--- src/rtl/des_core_arbiter.sv ---
// Round-robin arbiter sharing one DES core between NREQ job ports.
// Optional RUN-phase timeout abort enabled by defining DES_ARB_TIMEOUT_EN.
`timescale 1ns/1ps

module des_core_arbiter #(
    parameter int NREQ    = 2,
    parameter int IDW     = 1,
    parameter int GAP     = 2,
    parameter int TIMEOUT = 64
) (
    input  logic                 clk,
    input  logic                 rst_n,
    input  logic [NREQ-1:0]      req_valid,
    output logic [NREQ-1:0]      req_ready,
    input  logic [64*NREQ-1:0]   req_data,
    input  logic [64*NREQ-1:0]   req_key,
    output logic                 rsp_valid,
    input  logic                 rsp_ready,
    output logic [63:0]          rsp_data,
    output logic [IDW-1:0]       rsp_id,
    output logic                 rsp_err,
    output logic                 busy,
    output logic                 core_start,
    output logic [63:0]          core_din,
    output logic [63:0]          core_key,
    input  logic                 core_ready,
    input  logic [63:0]          core_dout
);

    typedef enum logic [1:0] {IDLE, RUN, RELEASE, RESP} state_t;

    localparam int GAP_EFF = (GAP < 1) ? 1 : GAP;
    localparam int GW      = $clog2(GAP_EFF + 1);

    state_t         state, state_next;
    logic [IDW-1:0] ptr, job_id, grant_id, hi_id, lo_id;
    logic           grant_any, hi_any, lo_any;
    logic [63:0]    job_din, job_key;
    logic [GW-1:0]  gap_cnt;
    logic           run_done, run_abort;

`ifdef DES_ARB_TIMEOUT_EN
    localparam int TW = $clog2(TIMEOUT + 1);
    logic [TW-1:0]  run_cnt;
    logic           err_q;
`endif

    // First valid index at or above the pointer wins; otherwise wrap to the lowest valid index.
    always_comb begin
        hi_any = 1'b0;
        hi_id  = '0;
        lo_any = 1'b0;
        lo_id  = '0;
        for (int k = NREQ - 1; k >= 0; k--) begin
            if (req_valid[k]) begin
                lo_any = 1'b1;
                lo_id  = IDW'(k);
                if (k >= int'(ptr)) begin
                    hi_any = 1'b1;
                    hi_id  = IDW'(k);
                end
            end
        end
        grant_any = lo_any;
        grant_id  = hi_any ? hi_id : lo_id;
    end

    always_comb begin
        req_ready = '0;
        if (state == IDLE && grant_any && rst_n)
            req_ready[grant_id] = 1'b1;
    end

    always_comb begin
        state_next = state;
        run_done   = 1'b0;
        run_abort  = 1'b0;
        case (state)
            IDLE:    if (grant_any) state_next = RUN;
            RUN: begin
                if (core_ready) begin
                    run_done   = 1'b1;
                    state_next = RELEASE;
                end
`ifdef DES_ARB_TIMEOUT_EN
                else if (run_cnt == TW'(TIMEOUT - 1)) begin
                    run_abort  = 1'b1;
                    state_next = RELEASE;
                end
`endif
            end
            RELEASE: if (gap_cnt == '0) state_next = RESP;
            RESP:    if (rsp_ready) state_next = IDLE;
            default: state_next = IDLE;
        endcase
    end

    // core_start is registered off the next state so it rises with the first RUN cycle.
    always_ff @(posedge clk or negedge rst_n) begin
        if (!rst_n) begin
            state      <= IDLE;
            ptr        <= '0;
            job_id     <= '0;
            job_din    <= '0;
            job_key    <= '0;
            rsp_data   <= '0;
            gap_cnt    <= '0;
            core_start <= 1'b0;
        end else begin
            state      <= state_next;
            core_start <= (state_next == RUN);
            if (state == IDLE && grant_any) begin
                job_id  <= grant_id;
                job_din <= req_data[64*grant_id +: 64];
                job_key <= req_key[64*grant_id +: 64];
            end
            if (run_done)
                rsp_data <= core_dout;
            else if (run_abort)
                rsp_data <= '0;
            if (state == RUN && state_next == RELEASE)
                gap_cnt <= GW'(GAP_EFF - 1);
            else if (state == RELEASE && gap_cnt != '0)
                gap_cnt <= gap_cnt - 1'b1;
            if (state == RESP && rsp_ready)
                ptr <= (job_id == IDW'(NREQ - 1)) ? '0 : job_id + 1'b1;
        end
    end

`ifdef DES_ARB_TIMEOUT_EN
    // Counter sits at zero outside RUN, so it is implicitly cleared on every RUN entry.
    always_ff @(posedge clk or negedge rst_n) begin
        if (!rst_n) begin
            run_cnt <= '0;
            err_q   <= 1'b0;
        end else begin
            if (state != RUN)
                run_cnt <= '0;
            else
                run_cnt <= run_cnt + 1'b1;
            if (run_done)
                err_q <= 1'b0;
            else if (run_abort)
                err_q <= 1'b1;
        end
    end

    assign rsp_err = err_q;
`else
    logic unused_timeout;
    assign unused_timeout = ^TIMEOUT;
    assign rsp_err        = 1'b0;
`endif

    assign rsp_valid = (state == RESP);
    assign rsp_id    = job_id;
    assign busy      = (state != IDLE);
    assign core_din  = job_din;
    assign core_key  = job_key;

endmodule

--- config.mk ---
export PLATFORM = sky130hd
export DESIGN_NAME = des_core_arbiter
export DESIGN_NICKNAME = d
export VERILOG_FILES = /design/src/rtl/des_core_arbiter.sv
export SDC_FILE = /design/constraint.sdc
export NUM_CORES = 1
export LEC_CHECK = 0
export ABC_AREA = 1
export CAP_MARGIN = 5
export CORE_AREA = 8 8 198 200
export DETAILED_ROUTE_END_ITERATION = 7
export DIE_AREA = 0 0 206 208
export GPL_TIMING_DRIVEN = 0
export MAX_ROUTING_LAYER = met4
export PLACE_DENSITY = 0.69
export SLEW_MARGIN = 20
export SYNTH_ARGS = -nofsm -noshare
export SYNTH_HDL_FRONTEND = slang
export SYNTH_SLANG_ARGS = --single-unit
--- constraint.sdc ---
create_clock -name clk -period 2.93 [get_ports clk]
set_input_delay 0.293 -clock clk [delete_from_list [all_inputs] [get_ports clk]]
set_output_delay 0.293 -clock clk [all_outputs]
set_load 0.02 [all_outputs]
# After elaboration in Yosys (flattened, before gate mapping)
# Cells that the tools add are included.
[classes] add_sub_neg=2 magnitude_cmp=3 n_eq_ne=5 n_mux=21 shifts=2 reduce_logical=11
[ops] cell="$shiftx 128x8->64" count=2
[ops] cell="$mux 2" count=7
[ops] cell="$mux 1" count=12
[ops] cell="$pmux 2 s4" count=1
[ops] cell="$eq 2x2->1 const B" count=3
[ops] cell="$logic_and 1x1->1" count=6
[ops] cell="$reduce_bool 2->1" count=3
[ops] cell="$eq 2x1->1 const B" count=2
[ops] cell="$logic_not 2->1" count=2
[ops] cell="$lt 1x2->1 const B" count=1
[ops] cell="$sub 2x1->2 const B" count=1
[ops] cell="$add 1x1->1 const B" count=1
[ops] cell="$demux 1 s1" count=1
[ops] cell="$ge 1x1->1 const A" count=1
[ops] cell="$ge 1x1->1 const B" count=1
[word_totals] input_bits=326 register_bits=199 elab_cells=52

# Depth between registers and ports, before layout
# Gate-level depths: netlist of the first run.
[depth] word_depth=9 mapped_depth=8 mapped_depth_nobuf=6

# Worst setup path before layout of the first run
# Ideal clock, no wire load.
[synth_timing] path_type="register -> output" from="register state[0]" to="output port req_ready[0]" arrival_time_ns=1.441 path_buffers=1 required_time_ns=2.637 setup_slack_ns=1.196 stages_incl_launch_ff=7 path_cell_list="dfrtp_1 > inv_2 > nand2_2 > nor2_4 > inv_2 > buf_2 > nor3_1"
[synth_via] elab_chain_cells=4
[synth_lines] element="from (decl)" line="35" text="state_t state, state_next;"
[synth_lines] element="from (signal assigned)" line="110" text="state <= state_next;"
[synth_lines] element="$logic_not 2->1" line="70" text="if (state == IDLE && grant_any && rst_n)"
[synth_lines] element="$logic_and 1x1->1 (2 in a row)" line="70"
[synth_lines] element="$mux 2" line="70"
[synth_lines] element="to (decl)" line="14" text="output logic [NREQ-1:0] req_ready,"
# Every way passes these cells.

# Worst setup path in the final report of the first run
[layout_timing] from="register state[1]" to="output port req_ready[1]"
# Same word-level chain as after synthesis.

==> impl_metrics.csv, run 1 <==
group,metric,value,unit
grt,grt_pass1_vias,10772,
grt,antenna_found_initial,2,
sta,whs,0.2895,ns
critical_path,critPathRequiredTime,2.64,ns
critical_path,worstSetupEndpoint,"req_ready[1]",
critical_path,critPathCaptureType,"primary output",
finish,area_growth,65.93,%
critical_path,rr_worst_depth,8,
clock_tree,clk_latency,0.45,ns
run_status,status,"complete, no violations",
detailed_routing,wirelength,42630,um
detailed_routing,drtAntennaViolNets,0,
die,rows,70,
die,die_area,0.04285,mm^2
clock_tree,clk_pin_slew,0.08,ns
detailed_routing,via_count,10423,
synthesis,syn-num-nets,1613,
hold_path,worstHoldPathType,"in -> async",
synthesis,yosys.area_share.adder,0.001256,
synthesis,synthSimpleGateAreaFrac,0.3413,
synthesis,ys_ff_latch,199,
synthesis,synth_top_family_by_area,"simple AND/OR/NAND/NOR gates",
clock_tree,clockBufferDepth,2,
sta,hold_viol_final,0,
sta,timing.fmax,0.3687,GHz
detailed_routing,post-route-drc-count,0,
critical_path,startpoint_type,"flop",
critical_path,r2r_start,"ptr",
sta,setup_viol,0,
placement,gp_congestion,0.8704,
sta,slew_viol_final,0,
grt,grt_use_total,0.1967,
power_and_ir_drop,leakagePower,8.152,nW
power_and_ir_drop,power_density,980.2,mW/mm^2
critical_path,regToRegEndpoint,"core_key[55]",
sta,layout_min_cycle_time,2.712,ns
synthesis,ys_dominant_reg_cell,"dfrtp_1",
synthesis,synth_compound_area_frac,0.03455,
critical_path,setup.worst_path.start,"state[1]",
sta,fin_crit_sh,0.9256,
sta,setup-tns-final,0,ns
synthesis,syn_avg_cell_area,7.745,um^2
die,dieWidth,206,um
critical_path,critPathArrivalTime,2.42,ns
clock_tree,post_cts_buffers,0,
clock_tree,root_buffer,"clkbuf_16",
grt,grt_pass1_wl,63050,um
detailed_routing,drt_iter0_drc,499,
critical_path,cp_max_fo,10,
die,fp.dieH,208,um
placement,hpwl,33680,um
synthesis,synth_edf_count,0,
synthesis,synth_xor_area_frac,0,
flow_run,drv_cap,0,
die,pin_count,525,
die,initial_core_util,0.2760,
detailed_routing,drt_first_pass_iters,5,
clock_tree,ctsResizeCount,0,
finish,nets,2159,
detailed_routing,routed_via_density,4.504,
synthesis,synthArstFlopShare,1.000,
sta,worst_slew_pin_slew,0.9362,ns
clock_tree,htreeDepth,4,
critical_path,regToRegSetupSlack,1.12,ns
critical_path,critical_path_class,"reg -> out",
synthesis,netlist_instances,1286,
placement,portBuffers,523,
synthesis,synth_mux_area_frac,0,
sta,max_slew_margin,0.3758,
power_and_ir_drop,max-vdd-ir-drop,0.0005453,V
sta,skew,0.009048,ns
detailed_routing,wire_per_inst,18.42,um
die,coreArea,0.03608,mm^2
finish,num-fill-cells,3532,
grt,grt_max_degree,94,
finish,layout-drive-gt1-share,0.05531,
synthesis,ys_seq_area_frac,0.5000,
grt,overflow,0,
clock_tree,numCtsBuffers,17,
clock_tree,tritoncts,"done",
synthesis,ys_warn_count,0,
sta,grt_setup_unrepaired,"false",
clock_tree,clock-sinks,199,
synthesis,synth_cell_type_count,21,
synthesis,syn_area,0.009960,mm^2
==> cells in the mapped netlist, types with 3 or more instances <==
cell      instances  share of area
buf_6             4         0.0045
dfrtp_1         199           0.50
clkbuf_1         22         0.0083
o21ai_0          66          0.033
inv_1           201          0.076
nand2_1         459           0.17
nand3_1         132          0.066
nor2_1            4         0.0015
buf_2            45          0.023
nand3b_1        129          0.097
inv_2             3         0.0011
buf_4            13         0.0098
==> cell type report <==
class	count	area, um^2	share of cell area
repair buffers	527	5330	0.3225
well taps	468	585.6	0.03543
plain buffers	85	454.2	0.02748
inverters	204	765.7	0.04634
clock inverters	13	216.5	0.01310
clock buffers	18	429.2	0.02597
flip-flops and latches	199	4980	0.3013
multi-input cells	798	3760	0.2275
diodes	2	5.005	0.0003028
==> worst max-delay path: stages (launching register included) <==
cell and delay [ns]:
dfrtp_1 0.44, inv_2 0.11, nand2_2 0.10, nor2_4 0.20, buf_2 0.28, nand2_1 0.11, nor2_1 0.10, clkdlybuf4s50_1 0.63
==> placed cells by master (no fill, tap or decap), types with 3 or more instances in the layout <==
cell type,instances
buf_2,45
buf_4,13
buf_6,4
bufinv_16,5
clkbuf_1,23
clkbuf_16,18
clkdlybuf4s50_1,522
clkinvlp_4,3
dfrtp_1,199
inv_1,201
inv_2,3
inv_6,5
nand2_1,459
nand3_1,132
nand3b_1,129
nor2_1,4
o21ai_0,66
==> kinds of logic after synthesis <==
family | count (synthesis)
other | 1
AOI/OAI and AO/OA | 68
adders and majority gates | 1
and+or+nand+nor | 728
DFF | 199
buffers and inverters | 289
==> metrics by stage <==
stage | setup slack, ns | cells | cell area, um^2 | power, mW | utilization
after CTS | 0.1535 | 2311 | 16500 | 16.41 | 0.4571
final | 0.2179 | 2314 | 16530 | 16.20 | 0.4580
after global routing | 0.07293 | 2314 | 16530 | 17.22 | 0.4580
after floorplan | 1.196 | 1286 | 9960 | 9.093 | -
after detailed placement | 0.3853 | 2279 | 15840 | 13.65 | 0.4390
after global placement | -7.183 | 2277 | 15780 | 13.52 | 0.4373
==> flip-flops by register name, summed over array words and instances (netlist names) <==
register / count
core_din: 64
rsp_id: 1
state: 2
gap_cnt: 2
ptr: 1
core_start: 1
rsp_data: 64
core_key: 64
==> power by group <==
group | switching [mW] | internal (mW)
Clock | 1.14 | 1.53
Sequential | 0.765 | 4.11
Combinational | 4.87 | 3.78
Total | 6.78 | 9.41
==> metal layers <==
metal  vias up  global-route usage  wire (um)
met4         0             0.07589       1374
met1      4877              0.2115      16290
met2       434              0.3235      20290
met5         -                   -          0
li1       5037                   -          -
met3        75             0.07598       4678
==> worst min-delay path by stage <==
stage                               to  slack (ns)
after floorplan            core_din[0]      -0.003
after global placement    core_key[49]        0.46
after detailed placement   rsp_data[6]        0.15
after CTS                 core_din[49]        0.23
after global routing       rsp_data[7]        0.28
final                      rsp_data[6]        0.29
==> what timing repair did <==
| item | CTS | global route |
|---|---|---|
| hold endpoints to repair | 27 | 0 |
| hold buffers | 1 | 0 |
| setup endpoints to repair | 0 | 1 |
(Power assumes the default switching activity.)
==> run 2, diff against run 1 <==
Settings changed: CELL_PAD_IN_SITES_DETAIL_PLACEMENT set to 1, CELL_PAD_IN_SITES_GLOBAL_PLACEMENT set to 1, CORE_AREA 8 8 198 200 to 8 8 197 199, DIE_AREA 0 0 206 208 to 0 0 205 207, PLACE_DENSITY 0.69 to 0.92.
==> run 2 against run 1 <==
Clock power up 4%. Hold slack worse by 0.0029 ns. Register-to-register slack worse by 0.04 ns. Critical endpoint unchanged. Clock skew up 0.00073 ns.
==> impl_metrics.csv, run 2 (synthesis results as in run 1) <==
group,metric,value,unit
clock_tree,numCtsBuffers,17,
finish,num-fill-cells,4299,
finish,layout_commonest_cell,"clkdlybuf4s50_1",
critical_path,max_stage_delay,0.64,ns
power_and_ir_drop,switching_share,0.4345,
critical_path,critPathArrivalTime,2.47,ns
power_and_ir_drop,p_seq_frac,0.297,
power_and_ir_drop,power_density,1009,mW/mm^2
detailed_routing,routed_via_density,4.741,
placement,dp.cells,2279,
sta,timing.fmax,0.3623,GHz
critical_path,rr_worst_depth,8,
finish,multiInputGateArea,0.003760,mm^2
grt,grt_pass1_wl,75720,um
critical_path,r2r_start,"ptr",
critical_path,critical_path_class,"reg -> out",
placement,postPlaceCellArea,0.01584,mm^2
sta,whs,0.2866,ns
clock_tree,hold_buffers,1,
detailed_routing,via_count,10990,
detailed_routing,drtAntennaViolNets,0,
clock_tree,clk_latency,0.46,ns
sta,worst_slew_pin_slew,0.8857,ns
finish,postLayoutCellArea,0.01653,mm^2
finish,area_growth,65.97,%
power_and_ir_drop,p_comb_frac,0.537,
clock_tree,ctsResizeCount,0,
grt,grt_pass1_vias,12323,
sta,max_slew_margin,0.4095,
sta,fin_crit_sh,0.9421,
placement,portBuffers,523,
finish,regArea,0.004980,mm^2
clock_tree,clock-sinks,199,
die,die_area,0.04244,mm^2
hold_path,worstHoldPathType,"in -> async",
power_and_ir_drop,max-vdd-ir-drop,0.0004508,V
power_and_ir_drop,p_switching,7.244,mW
critical_path,startpoint_type,"flop",
sta,skew,0.009783,ns
sta,layout_min_cycle_time,2.760,ns
clock_tree,tritoncts,"done",
finish,layout-drive-gt1-share,0.05586,
placement,hpwl,39400,um
clock_tree,post_cts_buffers,0,
critical_path,critPathCaptureType,"primary output",
power_and_ir_drop,leakagePower,8.151,nW
sta,hold_viol_final,0,
grt,grt_max_degree,87,
critical_path,cp_max_fo,10,
clock_tree,root_buffer,"clkbuf_16",
grt,grt_use_total,0.2386,
critical_path,slowest_stage,"clkdlybuf4s50_1",
detailed_routing,wire_per_inst,21.77,um
finish,final_cell_mix,"522 x clkdlybuf4s50_1, 459 x nand2_1, 201 x inv_1",
grt,overflow,0,
grt,met2_usage,0.4143,
detailed_routing,wirelength,50460,um
critical_path,crit_chain,"inv_2 -> nand2_2 -> nor2_4 -> buf_2 -> nand2_1 -> nor2_1 -> clkdlybuf4s50_1",
critical_path,regToRegSetupSlack,1.08,ns
clock_tree,clockBufferDepth,2,
sta,slew_viol_final,0,
sta,grt_setup_unrepaired,"false",
detailed_routing,drt_first_pass_iters,5,
flow_run,drv_cap,0,
grt,gr-max-usage-layer,"met2",
die,rows,70,
power_and_ir_drop,internal-power,9.428,mW
placement,gp_congestion,0.8816,
die,coreArea,0.03591,mm^2
finish,nets,2158,
grt,grt_util_met1,0.2582,
die,fp.dieH,207,um
die,pin_count,525,
power_and_ir_drop,p_total,16.67,mW
run_status,status,"complete, no violations",
detailed_routing,drt_iter0_drc,512,
critical_path,regToRegEndpoint,"core_din[22]",
finish,stdcell_count,2318,
power_and_ir_drop,power_frac_clock,0.166,
detailed_routing,post-route-drc-count,0,
die,initial_core_util,0.2774,
critical_path,critPathRequiredTime,2.64,ns
sta,setup_viol,0,
grt,antenna_found_initial,5,
die,dieWidth,205,um
clock_tree,clk_pin_slew,0.08,ns
grt,met3_usage,0.07038,
clock_tree,htreeDepth,4,
run 2: cell types whose count changed in the layout (fill, tap and decap cells not counted), sizes merged:
cell / delta
clkbuf: -2
clkinv: +1
diode: +4
inv: +1
run 2: cell type report:
type                       instances  area share
clock inverter                    15     0.01446
antenna                            6   0.0009083
buffer                            85     0.02748
inverter                         204     0.04633
multi-input combinational        798      0.2275
clock buffer                      17     0.02574
timing repair buffer             526      0.3209
tap                              468     0.03543
sequential                       199      0.3013
run 2: through the flow:
stage	worst slack, ns	TNS [ns]	util
2_1_floorplan	1.196	0	-
4_1_cts	0.1166	0	0.4599
3_3_place_gp	-7.352	-1469.27	0.4394
3_5_place_dp	0.3700	0	0.4411
6_report	0.1697	0	0.4603
5_1_grt	0.05786	0	0.4602
run 2: how the worst max path moves through the flow:
stage	to	startpoint	depth (start not counted)
final	req_ready[1]	state[0]	7
after global routing	req_ready[1]	state[0]	7
after CTS	req_ready[1]	state[0]	7
after detailed placement	req_ready[1]	req_valid[1]	7
after global placement	core_key[56]	rst_n	1
after floorplan	req_ready[0]	state[0]	6
run 2: worst max-delay path, delay by kind of cell, from the launching register on:
kind | cells | cell delay [ns]
and+or+nand+nor | 4 | 0.50
DFF | 1 | 0.47
buffers and inverters | 3 | 1.03
run 2: metal layers:
metal	up-vias	wire length, um
li1	5037	-
met1	5433	19060
met2	459	25690
met3	61	4427
met4	0	1281
met5	-	0
run 2: power by group through the flow:
| stage | combinational, mW | clock, mW | sequential, mW |
|---|---|---|---|
| finish | 8.95 | 2.77 | 4.96 |
| global route | 9.61 | 2.92 | 5.11 |
| CTS | 9.08 | 2.83 | 4.96 |
| detailed placement | 8.97 | 0 | 4.97 |
| global placement | 8.68 | 0 | 4.89 |
| floorplan | 2.66 | 0 | 6.43 |
